<file path="config.mk">
export PLATFORM = sky130hd
export DESIGN_NAME = select_encode_multi
export DESIGN_NICKNAME = d
export VERILOG_FILES = /design/src/rtl/select_encode_multi.sv
export SDC_FILE = /design/constraint.sdc
export NUM_CORES = 1
export LEC_CHECK = 0
export ABC_AREA = 0
export CAP_MARGIN = 0
export CORE_ASPECT_RATIO = 0.5
export CORE_MARGIN = 2
export CORE_UTILIZATION = 40
export CTS_CLUSTER_SIZE = 24
export DETAILED_ROUTE_END_ITERATION = 12
export GPL_TIMING_DRIVEN = 0
export PLACE_DENSITY = 0.69
export SLEW_MARGIN = 20
export SYNTH_ARGS = -nofsm -noshare
export SYNTH_HDL_FRONTEND = slang
export SYNTH_SLANG_ARGS = --single-unit
export TNS_END_PERCENT = 10
</file>
<file path="constraint.sdc">
create_clock -name clock -period 4.65 [get_ports clock]
set_input_delay 0.93 -clock clock [delete_from_list [all_inputs] [get_ports clock]]
set_output_delay 0.93 -clock clock [all_outputs]
set_load 0.05 [all_outputs]
</file>
<file path="src/rtl/select_encode_multi.sv">
// Register select/encode unit: one-hot Rin/Rout enables, sign-extended C constant and a
// load/store-multiple sequencer. Optional macro SELECT_ENCODE_BA_ZERO_EN makes BAout on R0 read as 0.
module select_encode_multi #(
   parameter int NUM_REGS = 16,
   parameter int SEL_W    = 4,
   parameter int IR_W     = 32,
   parameter int RA_LSB   = 23,
   parameter int RB_LSB   = 19,
   parameter int RC_LSB   = 15,
   parameter int C_W      = 19
) (
   input  logic                clock,
   input  logic                reset,
   input  logic [IR_W-1:0]     ir_in,
   input  logic                ir_load,
   input  logic                Rin,
   input  logic                Rout,
   input  logic                BAout,
   input  logic                GRA,
   input  logic                GRB,
   input  logic                GRC,
   input  logic                multi_start,
   input  logic                multi_store,
   input  logic                step,
   output logic [NUM_REGS-1:0] rin_out,
   output logic [NUM_REGS-1:0] rout_out,
   output logic [IR_W-1:0]     c_sign_extended,
   output logic [SEL_W-1:0]    cur_reg,
   output logic                busy,
   output logic                multi_done,
   output logic [SEL_W:0]      xfer_count,
   output logic                sel_error
);

   typedef enum logic [1:0] {IDLE, XFER, DONE} state_t;

   state_t              state;
   logic [IR_W-1:0]     ir_q;
   logic [NUM_REGS-1:0] mask_q;
   logic [NUM_REGS-1:0] next_mask;
   logic                dir_q;
   logic [SEL_W-1:0]    ra, rb, rc, sel, xfer_reg;
   logic                read_en;
   logic                unused_ir_bits;

   function automatic logic [NUM_REGS-1:0] onehot(input logic [SEL_W-1:0] idx);
      onehot      = '0;
      onehot[idx] = 1'b1;
   endfunction

   function automatic logic [SEL_W-1:0] lowest_set(input logic [NUM_REGS-1:0] m);
      lowest_set = '0;
      for (int i = NUM_REGS - 1; i >= 0; i--)
         if (m[i]) lowest_set = SEL_W'(i);
   endfunction

   assign ra        = ir_q[RA_LSB +: SEL_W];
   assign rb        = ir_q[RB_LSB +: SEL_W];
   assign rc        = ir_q[RC_LSB +: SEL_W];
   assign sel       = GRA ? ra : (GRB ? rb : (GRC ? rc : '0));
   assign xfer_reg  = lowest_set(mask_q);
   // Clearing the lowest set bit retires the register just transferred.
   assign next_mask = mask_q & (mask_q - NUM_REGS'(1));

   assign c_sign_extended = {{(IR_W - C_W){ir_q[C_W-1]}}, ir_q[C_W-1:0]};
   assign unused_ir_bits  = ^ir_q;

   always_ff @(posedge clock) begin
      if (reset) begin
         ir_q       <= '0;
         state      <= IDLE;
         mask_q     <= '0;
         dir_q      <= 1'b0;
         xfer_count <= '0;
         busy       <= 1'b0;
         multi_done <= 1'b0;
      end else begin
         // The mask is taken from the old ir_q even when a new IR is latched at the same edge.
         if (ir_load && state == IDLE)
            ir_q <= ir_in;
         case (state)
            IDLE: begin
               multi_done <= 1'b0;
               if (multi_start) begin
                  mask_q     <= ir_q[NUM_REGS-1:0];
                  dir_q      <= multi_store;
                  xfer_count <= '0;
                  busy       <= 1'b1;
                  if (|ir_q[NUM_REGS-1:0]) begin
                     state <= XFER;
                  end else begin
                     state      <= DONE;
                     multi_done <= 1'b1;
                  end
               end
            end
            XFER: begin
               if (step) begin
                  mask_q     <= next_mask;
                  xfer_count <= xfer_count + (SEL_W+1)'(1);
                  if (next_mask == '0) begin
                     state      <= DONE;
                     multi_done <= 1'b1;
                  end
               end
            end
            DONE: begin
               state      <= IDLE;
               busy       <= 1'b0;
               multi_done <= 1'b0;
            end
            default: begin
               state      <= IDLE;
               busy       <= 1'b0;
               multi_done <= 1'b0;
            end
         endcase
      end
   end

   always_comb begin
      cur_reg   = '0;
      rin_out   = '0;
      rout_out  = '0;
      sel_error = 1'b0;
      read_en   = 1'b0;
      case (state)
         IDLE: begin
            cur_reg   = sel;
            sel_error = (GRA & GRB) | (GRA & GRC) | (GRB & GRC);
            read_en   = Rout | BAout;
`ifdef SELECT_ENCODE_BA_ZERO_EN
            if (BAout && sel == '0)
               read_en = 1'b0;
`else
            read_en = Rout | BAout;
`endif
            if (Rin)     rin_out  = onehot(sel);
            if (read_en) rout_out = onehot(sel);
         end
         XFER: begin
            cur_reg = xfer_reg;
            if (dir_q) rout_out = onehot(xfer_reg);
            else       rin_out  = onehot(xfer_reg);
         end
         default: begin
            cur_reg = '0;
         end
      endcase
   end

endmodule

</file>
### Word level (Yosys, flattened, before mapping)

Index checks and enable logic that the tools add are counted.

* add/subtract/negate cells: 2
* order comparisons: 4
* equal/unequal tests: 4
* mux-type cells: 49
* bitwise operators: 8
* reduce and logical (&&, ||, !) cells: 12

Operators by type and width (number)
* $mux 16: 6
* $pmux 16 s2: 3
* $mux 4: 19
* $and 16x16->16: 1
* $logic_not 16->1: 1
* $reduce_or 16->1: 1
* $sub 16x1->16 const B: 1
* $lt 4x5->1 const B: 2
* $mux 5: 2
* $pmux 5 s2: 1
* $demux 1 s4: 2
* $ge 4x1->1 const B: 2
* $mux 1: 8
* $mux 2: 4
* $pmux 4 s2: 1
* $ne 2x2->1 const B: 3
* $reduce_and 2->1: 3
* $reduce_and 3->1: 2
* $add 5x1->5 const B: 1
* $pmux 1 s2: 2
* $pmux 2 s2: 1
* $and 1x1->1: 3
* $logic_and 1x1->1: 3
* $or 1x1->1: 3
* 4 further kinds: 4

* register bits: 53
* input port bits: 44
* output and inout bits: 76
* logic and storage cells: 86

### Depth between registers and ports, before layout

Gate-level depths: netlist of run 1.

* depth after elaboration: 22
* depth in mapped cells: 7
* depth with buffers taken out: 6

### Worst setup path after synthesis of run 1

Ideal clock, no wire load.

* path type: in2out
* from: input GRA
* to: output rin_out[13]
* arrival: 2.593 ns
* data required time: 3.720 ns
* slack: 1.127 ns
* stages on the path: 5
* path buffers: 2
* cell sequence: clkbuf_1 -> a21oi_1 -> or2_2 -> buf_1 -> o22ai_1

* cells in the longest elaborated chain, start to end: 7
* elaborated cells between the ends (all ways): 8
* classes of those cells: order compare (2); mux (5); reduce/logical (1)

RTL lines
* start, declared: RTL line 19 `input logic GRA,`
* $mux 4 *: RTL line 60 `assign sel = GRA ? ra : (GRB ? rb : (GRC ? rc : '0));`
* $lt 4x5->1 (not written as such) or $ge 4x1->1 (tied branches): RTL line 48 `onehot[idx] = 1'b1;`
* $logic_and 1x1->1 (not written as such): RTL line 48
* $mux 1 (not written as such): RTL line 48
* $demux 1 s4 *: RTL line 48
* $mux 16 *: RTL line 138 `if (Rin) rin_out = onehot(sel);`
* $pmux 16 s2 *: RTL line 127 `case (state)`
* end, declared: RTL line 25 `output logic [NUM_REGS-1:0] rin_out,`

Mark *: on every way between the ends. The rest lies on a longest branch, timed or not.

### Worst setup path after layout of run 1

* from: input GRA
* to: output rout_out[1]

* cells in the longest elaborated chain, start to end: 7
* elaborated cells between the ends (all ways): 8
* classes of those cells: order compare (2); mux (5); reduce/logical (1)

RTL lines
* $mux 4 *: RTL line 60
* $lt 4x5->1 (not written as such) or $ge 4x1->1 (tied branches): RTL line 48
* $logic_and 1x1->1 (not written as such): RTL line 48
* $mux 1 (not written as such): RTL line 48
* $demux 1 s4 *: RTL line 48
* $mux 16 *: RTL line 139 `if (read_en) rout_out = onehot(sel);`
* $pmux 16 s2 *: RTL line 127
* end, declared: RTL line 26 `output logic [NUM_REGS-1:0] rout_out,`

Marked as above.

==> flow_summary.ini, run 1 <==
[outcome]
status = finished clean

[clock_tree]
post_cts_buffers = 0
cts-htree-levels = 2
cts_resized = 1
cts_hold_buf = 0
cts.clk_slew.worst_paths_ps = 70
numCtsBuffers = 5
clk_latency_ps = 300
clockBufferDepth = 2
clock-sinks = 53
tritoncts = built
root_buffer = clkbuf_16

[layout]
layout-drive-gt1-share_pct = 10.8
utilization_pct = 59.2
n_fill_cell = 765
final_nets = 616
syn2layout_area_growth_pct = 45.2
insertedDiodeCount = 0
fin_cells = 684

[yosys]
synth_cell_type_count = 47
ys_ff_latch = 53
synth_top_area_cell = dfxtp_1
synth-main-ff-cell = dfxtp_1
synth_enable_flop_cells = 0
synth.top_cell.area_share_pct = 32.9
ys_warn_count = 0
synth_cells = 451
synthArstFlopShare_pct = 0
postSynthAreaPerCell_um2 = 7.15
ys_seq_area_share_pct = 32.9
ys_top_cells_by_area = dfxtp_1 (33%), nand2_1 (10%), a21oi_1 (7.9%)
syn_nets = 496
synth_area_mm2 = 0.00323

[placed_design]
hpwl_um = 8120
portBuffers = 113
gp_congestion = 0.948
dp_cells = 676

[critical_path]
crit_path_max_fanout = 10
worstPathRequired_ps = 3720
worst_setup_path_start_kind = input pin
end_kind = output pin
critPathArrivalTime_ps = 3570
criticalPathCategory = in2out

[global_route]
track_usage_pct = 24.0
grt_pass1_wl_um = 16500
grt_util_met3_pct = 4.68
globalRouteMet2Util_pct = 37.8
met1_usage_pct = 33.7
grt_max_degree = 19
grt_overflow_total = 0
antenna_found_initial = 0
grt_pass1_vias = 3334
busiest_layer = met2

[timing]
worst_slew_pin_slew_ps = 694
relSlewSlack_pct = 53.4
setup_viol = 0
fmax_mhz = 222
finalMaxSlewViolations = 0
hold_ws_ps = 452
worst_clock_skew_ps = 5.44
hold_viol_final = 0
period_share_pct = 96.8
period_needed_ps = 4500

[die]
ios = 120
die-area_mm2 = 0.00884
rows = 23
die_width_um = 131
start_util_pct = 40.8
core_mm2 = 0.00791
die_h_um = 67.5

[detailed_routing]
drc_errors = 0
routed_wl_um = 10600
firstDrtPassIters = 6
drtIter0Drc = 317
vias_per_cell = 5.41
routed-via-count = 3699
ant_nets = 0
routedWlPerCell_um = 15.4

[power_and_ir_drop]
p_leak_uw = 0.00192
p_total_uw = 1610
ir_worst_vdd_mv = 0.209
power_density_mw_per_mm2 = 345

[worst_hold_path]
worstHoldPathType = reg2reg

[flow_run]
maxCapViolations = 0
[flip-flops by register name, summed over array words and instances (netlist names)]
| name | flops |
|---|---|
| multi_done | 1 |
| busy | 1 |
| xfer_count | 5 |
| state | 2 |
| dir_q | 1 |
| mask_q | 16 |
| ir_q | 27 |
[worst max-delay path: stages]
cell	delay, ps
clkdlybuf4s50_1	490
clkbuf_1	390
a21oi_1	130
a21oi_2	310
nand2_1	260
o22ai_1	230
clkdlybuf4s50_1	830
[cells by family (layout without fill, tap and decap cells)]
group                    after synthesis  in the layout  share of synthesized area [%]
AO/OA/AOI/OAI                        144            144                           27.3
AND/OR/NAND/NOR                      180            180                           25.7
buffers and inverters                 68            189                           12.3
XOR/XNOR                               3              3                          0.815
multiplexers                           2              2                          0.621
flip-flops                            53             53                           32.9
adder cells (fa/ha/maj)                1              1                          0.388
[routing by layer]
layer | up-vias | part of all wire (%)
met5 | - | 0
met4 | 0 | 1.7
met3 | 19 | 8.1
met2 | 159 | 42
met1 | 1698 | 48
li1 | 1823 | -
[final timing paths]
check              from           to  slack [ps]  cells after the start
max                 GRA  rout_out[1]         150                      7
min          multi_done   multi_done         450                      2
max reg2reg    state[0]    mask_q[4]        2500                      7
min reg2reg  multi_done   multi_done         450                      2
[per-stage QoR]
stage | TNS (ps) | instance area, um^2 | setup slack (ps)
6_report | 0 | 4680 | 148
3_5_place_dp | 0 | 4500 | 4.61
2_1_floorplan | 0 | 3230 | 1130
4_1_cts | 0 | 4650 | 45.9
3_3_place_gp | 0 | 4500 | 28.7
5_1_grt | -8.05 | 4680 | -4.68
[cell usage in the layout (no fill, tap or decap), drive strengths merged, types with 10 or more instances in the layout]
master / instances
a21oi: 51
nand2: 87
dlymetal6s2s: 10
buf: 47
clkdlybuf4s50: 103
o22ai: 34
a22oi: 12
o21ai: 26
dfxtp: 53
clkbuf: 20
nor2: 43
[area by class of cell]
class | count | area, um^2 | share of cell area, %
buffer | 62 | 373 | 7.96
clock buffer | 5 | 125 | 2.67
clock inverter | 3 | 26.3 | 0.561
inverter | 6 | 22.5 | 0.481
multi-input combinational | 330 | 1780 | 38.0
sequential | 53 | 1060 | 22.6
tap | 112 | 140 | 2.99
timing repair buffer | 113 | 1160 | 24.7
[cells in the mapped netlist, types with 8 or more instances]
master    number
buf_2         10
clkbuf_1      15
nand4_1        8
dfxtp_1       53
a22oi_1       12
nor3_1         8
a21oi_1       51
buf_4         32
o21ai_0       24
o22ai_1       33
nand2_1       87
nor2_1        42
[power breakdown]
group          leakage, uW  switching (uW)  internal (uW)
Clock            0.0000680             182            204
Sequential        0.000433            38.9            488
Combinational      0.00142             450            252
Total              0.00192             671            943
(Power assumes the default switching activity.)
==> run 2, diff against run 1 <==
--- a/config.mk
+++ b/config.mk
@@ -9,11 +9,11 @@
 export CAP_MARGIN = 0
 export CORE_ASPECT_RATIO = 0.5
 export CORE_MARGIN = 2
-export CORE_UTILIZATION = 40
+export CORE_UTILIZATION = 35
 export CTS_CLUSTER_SIZE = 24
 export DETAILED_ROUTE_END_ITERATION = 12
 export GPL_TIMING_DRIVEN = 0
-export PLACE_DENSITY = 0.69
+export PLACE_DENSITY = 0.62
 export SLEW_MARGIN = 20
 export SYNTH_ARGS = -nofsm -noshare
 export SYNTH_HDL_FRONTEND = slang
==> flow_summary.ini, run 2 (synthesized netlist as in run 1, its figures left out) <==
[layout]
layout-drive-gt1-share_pct = 10.3
final_common_cell = clkdlybuf4s50_1
insertedDiodeCount = 0
utilization_pct = 53.3
largest_register = ir_q
syn2layout_area_growth_pct = 46.0
fin_cells = 689
n_fill_cell = 882
mostFrequentLayoutCells = clkdlybuf4s50_1 (94), nand2_1 (87), dfxtp_1 (53)
largest_reg_flops = 27
postLayoutCellArea_mm2 = 0.00471
final_nets = 616
largest_registers = ir_q (27), mask_q (16), xfer_count (5)

[clock_tree]
post_cts_buffers = 0
cts.clk_slew.worst_paths_ps = 70
tritoncts = built
clk_latency_ps = 290
root_buffer = clkbuf_16
cts_resized = 0
clock-sinks = 53
clockBufferDepth = 2
numCtsBuffers = 5
cts_hold_buf = 0
cts-htree-levels = 2

[power_and_ir_drop]
ir_worst_vdd_mv = 0.161
power_density_mw_per_mm2 = 345
p_leak_uw = 0.00208

[detailed_routing]
drtIter0Drc = 323
vias_per_cell = 5.37
drc_errors = 0
routed-via-count = 3699
routedWlPerCell_um = 16.1
ant_nets = 0
routed_wl_um = 11100
firstDrtPassIters = 4

[die]
start_util_pct = 36.5
die-area_mm2 = 0.0100
die_width_um = 140
die_h_um = 71.9
core_mm2 = 0.00883
rows = 24
ios = 120

[timing]
setup_viol = 0
fmax_mhz = 218
worst_clock_skew_ps = 5.36
relSlewSlack_pct = 55.3
setup_ws_ps = 62.0
period_needed_ps = 4590
period_share_pct = 98.7
worst_slew_pin_slew_ps = 668
finalMaxSlewViolations = 0
tns_ps = 0
hold_viol_final = 0
rsz0062_at_grt = true

[global_route]
antenna_found_initial = 0
grt_pass1_wl_um = 17800
grt_overflow_total = 0
track_usage_pct = 22.1
grt_pass1_vias = 3393
grt_max_degree = 17

[critical_path]
end_kind = output pin
crit_path_max_fanout = 9
worstPathRequired_ps = 3720
r2r_setup_slack_ps = 2360
criticalPathCategory = in2out
timing.rr.start = mask_q[0]
worst_setup_path_start_kind = input pin
critPathArrivalTime_ps = 3660
r2r_cells = 6
reg2reg_to = state[0]

[placed_design]
placed_area_mm2 = 0.00450
portBuffers = 113
hpwl_um = 8590
dp_cells = 681
post-place-ws_ps = 76.5
gp_congestion = 0.896

[worst_hold_path]
min_from = multi_done
worstHoldPathType = reg2reg
min_to = multi_done
min_path_cells = 2

[flow_run]
maxCapViolations = 0

[outcome]
status = finished clean
==> run 2: cell types whose count changed in the layout (fill, tap and decap cells not counted), moves of 2 or more <==
cell and change:
clkdlybuf4s50_1 -9, dlymetal6s2s_1 +9, a21oi_1 +2, a21oi_2 -2, clkbuf_8 +2, clkinvlp_4 -2
==> run 2: how the worst max path moves through the flow <==
stage	cells after the start	from	slack (ps)	to
2_1_floorplan	5	GRA	1130	rin_out[13]
3_3_place_gp	7	GRB	40	rin_out[11]
3_5_place_dp	7	GRB	80	rin_out[11]
4_1_cts	7	GRB	70	rin_out[11]
5_1_grt	8	GRA	-80	rin_out[13]
6_report	8	GRB	60	rin_out[10]
==> run 2: metrics by stage <==
stage | total power, uW | hold WS [ps]
5_1_grt | 1710 | 483
3_5_place_dp | 1240 | 444
2_1_floorplan | 1010 | 437
6_report | 1620 | 446
4_1_cts | 1630 | 454
3_3_place_gp | 1240 | 443
==> run 2: area by class of cell <==
class                   instances  area (um^2)  area share (%)
plain buffers                  62          373            7.92
well taps                     117          146            3.11
inverters                       6         22.5           0.478
flip-flops and latches         53         1060            22.5
multi-input cells             330         1770            37.6
clock buffers                   7          153            3.24
clock inverters                 1         5.00           0.106
repair buffers                113         1180            25.0
==> run 2: routing by layer <==
metal | GRT usage [%] | share of wire (%)
met4 | 6.11 | 1.1
met3 | 4.61 | 7.6
met2 | 30.8 | 40
met5 | 0 | 0
met1 | 34.0 | 51
==> run 2: critical path, stage by stage <==
cell	delay, ps
clkdlybuf4s50_1	610
and3b_1	210
a21oi_1	250
o21a_1	270
and2_1	180
nand3_1	160
o22ai_1	220
clkdlybuf4s50_1	830
==> run 2: power breakdown <==
part	leakage, uW	switching, uW	internal [uW]
clock network	0.0000799	162	228
logic	0.00157	454	250
registers	0.000433	40.8	488
total	0.00208	656	967
==> run 3, diff against run 2 <==
--- a/config.mk
+++ b/config.mk
@@ -13,7 +13,7 @@
 export CTS_CLUSTER_SIZE = 24
 export DETAILED_ROUTE_END_ITERATION = 12
 export GPL_TIMING_DRIVEN = 0
-export PLACE_DENSITY = 0.62
+export PLACE_DENSITY_LB_ADDON = 0.1
 export SLEW_MARGIN = 20
 export SYNTH_ARGS = -nofsm -noshare
 export SYNTH_HDL_FRONTEND = slang
==> flow_summary.ini, run 3 (synthesized netlist as in run 1, its figures left out) <==
[layout]
n_fill_cell = 914
seq_area_mm2 = 0.00106
largest_register = ir_q
insertedDiodeCount = 0
multiInputGateArea_mm2 = 0.00178
final_nets = 616
syn2layout_area_growth_pct = 45.8
layout-drive-gt1-share_pct = 10.8
largest_registers = ir_q (27), mask_q (16), xfer_count (5)
final_common_cell = clkdlybuf4s50_1
largest_reg_flops = 27
mostFrequentLayoutCells = clkdlybuf4s50_1 (97), nand2_1 (87), dfxtp_1 (53)
utilization_pct = 53.3

[power_and_ir_drop]
power_switching_uw = 667
p_leak_uw = 0.00202
ir_worst_vdd_mv = 0.156
p_int_uw = 939
pwr-share-seq_pct = 32.8
combPwrFrac_pct = 43.7
switching_share_pct = 41.5
power_density_mw_per_mm2 = 342
pwr-share-clk_pct = 23.5

[die]
start_util_pct = 36.5
die-area_mm2 = 0.0100
die_h_um = 71.9
die_width_um = 140
rows = 24
ios = 120
core_mm2 = 0.00883

[placed_design]
hpwl_um = 8360
portBuffers = 113
gp_congestion = 0.928

[timing]
period_share_pct = 98.2
period_needed_ps = 4570
tns_ps = 0
relSlewSlack_pct = 49.0
worst_slew_pin_slew_ps = 759
hold_viol_final = 0
worst_clock_skew_ps = 4.34
finalMaxSlewViolations = 0
fmax_mhz = 219
setup_viol = 0

[detailed_routing]
ant_nets = 0
routed-via-count = 3641
drtIter0Drc = 365
vias_per_cell = 5.28
drc_errors = 0
firstDrtPassIters = 5
routedWlPerCell_um = 15.9
routed_wl_um = 10900

[critical_path]
end_kind = output pin
crit_path_max_fanout = 9
path_cells = clkdlybuf4s50_1 -> nand3b_1 -> a21oi_1 -> a21oi_2 -> or2_2 -> buf_1 -> o22ai_1 -> clkdlybuf4s50_1
worst_setup_path_start_kind = input pin
crit_top_cell = clkdlybuf4s50_1
critPathArrivalTime_ps = 3640
cpMaxStageDelayCell = clkdlybuf4s50_1
r2r_setup_slack_ps = 2450
worstPathRequired_ps = 3720
criticalPathCategory = in2out
cpPeakStageDelay_ps = 850

[outcome]
status = finished clean

[flow_run]
maxCapViolations = 0

[clock_tree]
tritoncts = built
clk_latency_ps = 290
cts.clk_slew.worst_paths_ps = 70
clock-sinks = 53
numCtsBuffers = 5
root_buffer = clkbuf_16
cts-htree-levels = 2
post_cts_buffers = 0
clockBufferDepth = 2
cts_hold_buf = 0

[global_route]
grt_pass1_vias = 3422
grt_max_degree = 18
track_usage_pct = 21.7
antenna_found_initial = 0
grt_overflow_total = 0
grt_pass1_wl_um = 17500

[worst_hold_path]
worstHoldPathType = reg2reg
==> run 3: changes by cell type in the layout (fill, tap and decap cells not counted), sizes merged <==
cell | before | now
clkinv | 1 | 0
clkbuf | 22 | 20
clkinvlp | 0 | 3
dlymetal6s2s | 19 | 16
clkdlybuf4s50 | 94 | 97
==> run 3: timing repair <==
| action | in CTS | in global routing |
|---|---|---|
| pin swaps | 0 | 0 |
| resized for setup | 2 | 18 |
| setup endpoints to repair | 6 | 32 |
==> run 3: final cells by class <==
type / count / area share, %
sequential: 53 / 22.6
tap: 117 / 3.11
buffer: 62 / 7.93
multi-input combinational: 330 / 37.9
timing repair buffer: 113 / 24.9
inverter: 6 / 0.479
clock inverter: 3 / 0.479
clock buffer: 5 / 2.66
==> run 3: per-stage QoR <==
| step | setup slack, ps | hold WS [ps] | std cells | total power [uW] | cell area (um^2) |
|---|---|---|---|---|---|
| 2_1_floorplan | 1130 | 437 | 451 | 1010 | 3230 |
| 3_3_place_gp | -37.4 | 440 | 681 | 1230 | 4500 |
| 3_5_place_dp | -68.3 | 439 | 681 | 1230 | 4500 |
| 4_1_cts | 28.7 | 453 | 689 | 1610 | 4650 |
| 5_1_grt | -19.3 | 474 | 689 | 1690 | 4700 |
| 6_report | 83.8 | 452 | 689 | 1610 | 4700 |
==> run 3: critical path: cells and delay by family <==
kind	cells	cell delay, ps
buf+inv	3	1590
compound gates	3	580
simple gates	2	520
==> run 3: final timing paths <==
path	endpoint	cells past startpoint	startpoint
worst max register to register	mask_q[4]	7	state[0]
worst max-delay path	rout_out[13]	8	GRB
worst min-delay path	multi_done	2	multi_done
worst min register to register	multi_done	2	multi_done
==> run 3: power by group through the flow <==
stage	registers [uW]	logic, uW	clock network (uW)
floorplan	533	475	0
global placement	536	693	0
detailed placement	537	694	0
CTS	526	697	382
global route	532	752	405
finish	527	701	378
==> run 3: metal layers <==
metal / part of all wire, % / up-vias / global-route usage, % / routed length (um)
li1: - / 1813 / - / -
met5: 0 / - / 0 / 0
met2: 41 / 153 / 33.2 / 4460
met4: 0.97 / 0 / 5.00 / 106
met1: 49 / 1665 / 30.9 / 5350
met3: 9.4 / 10 / 5.55 / 1020
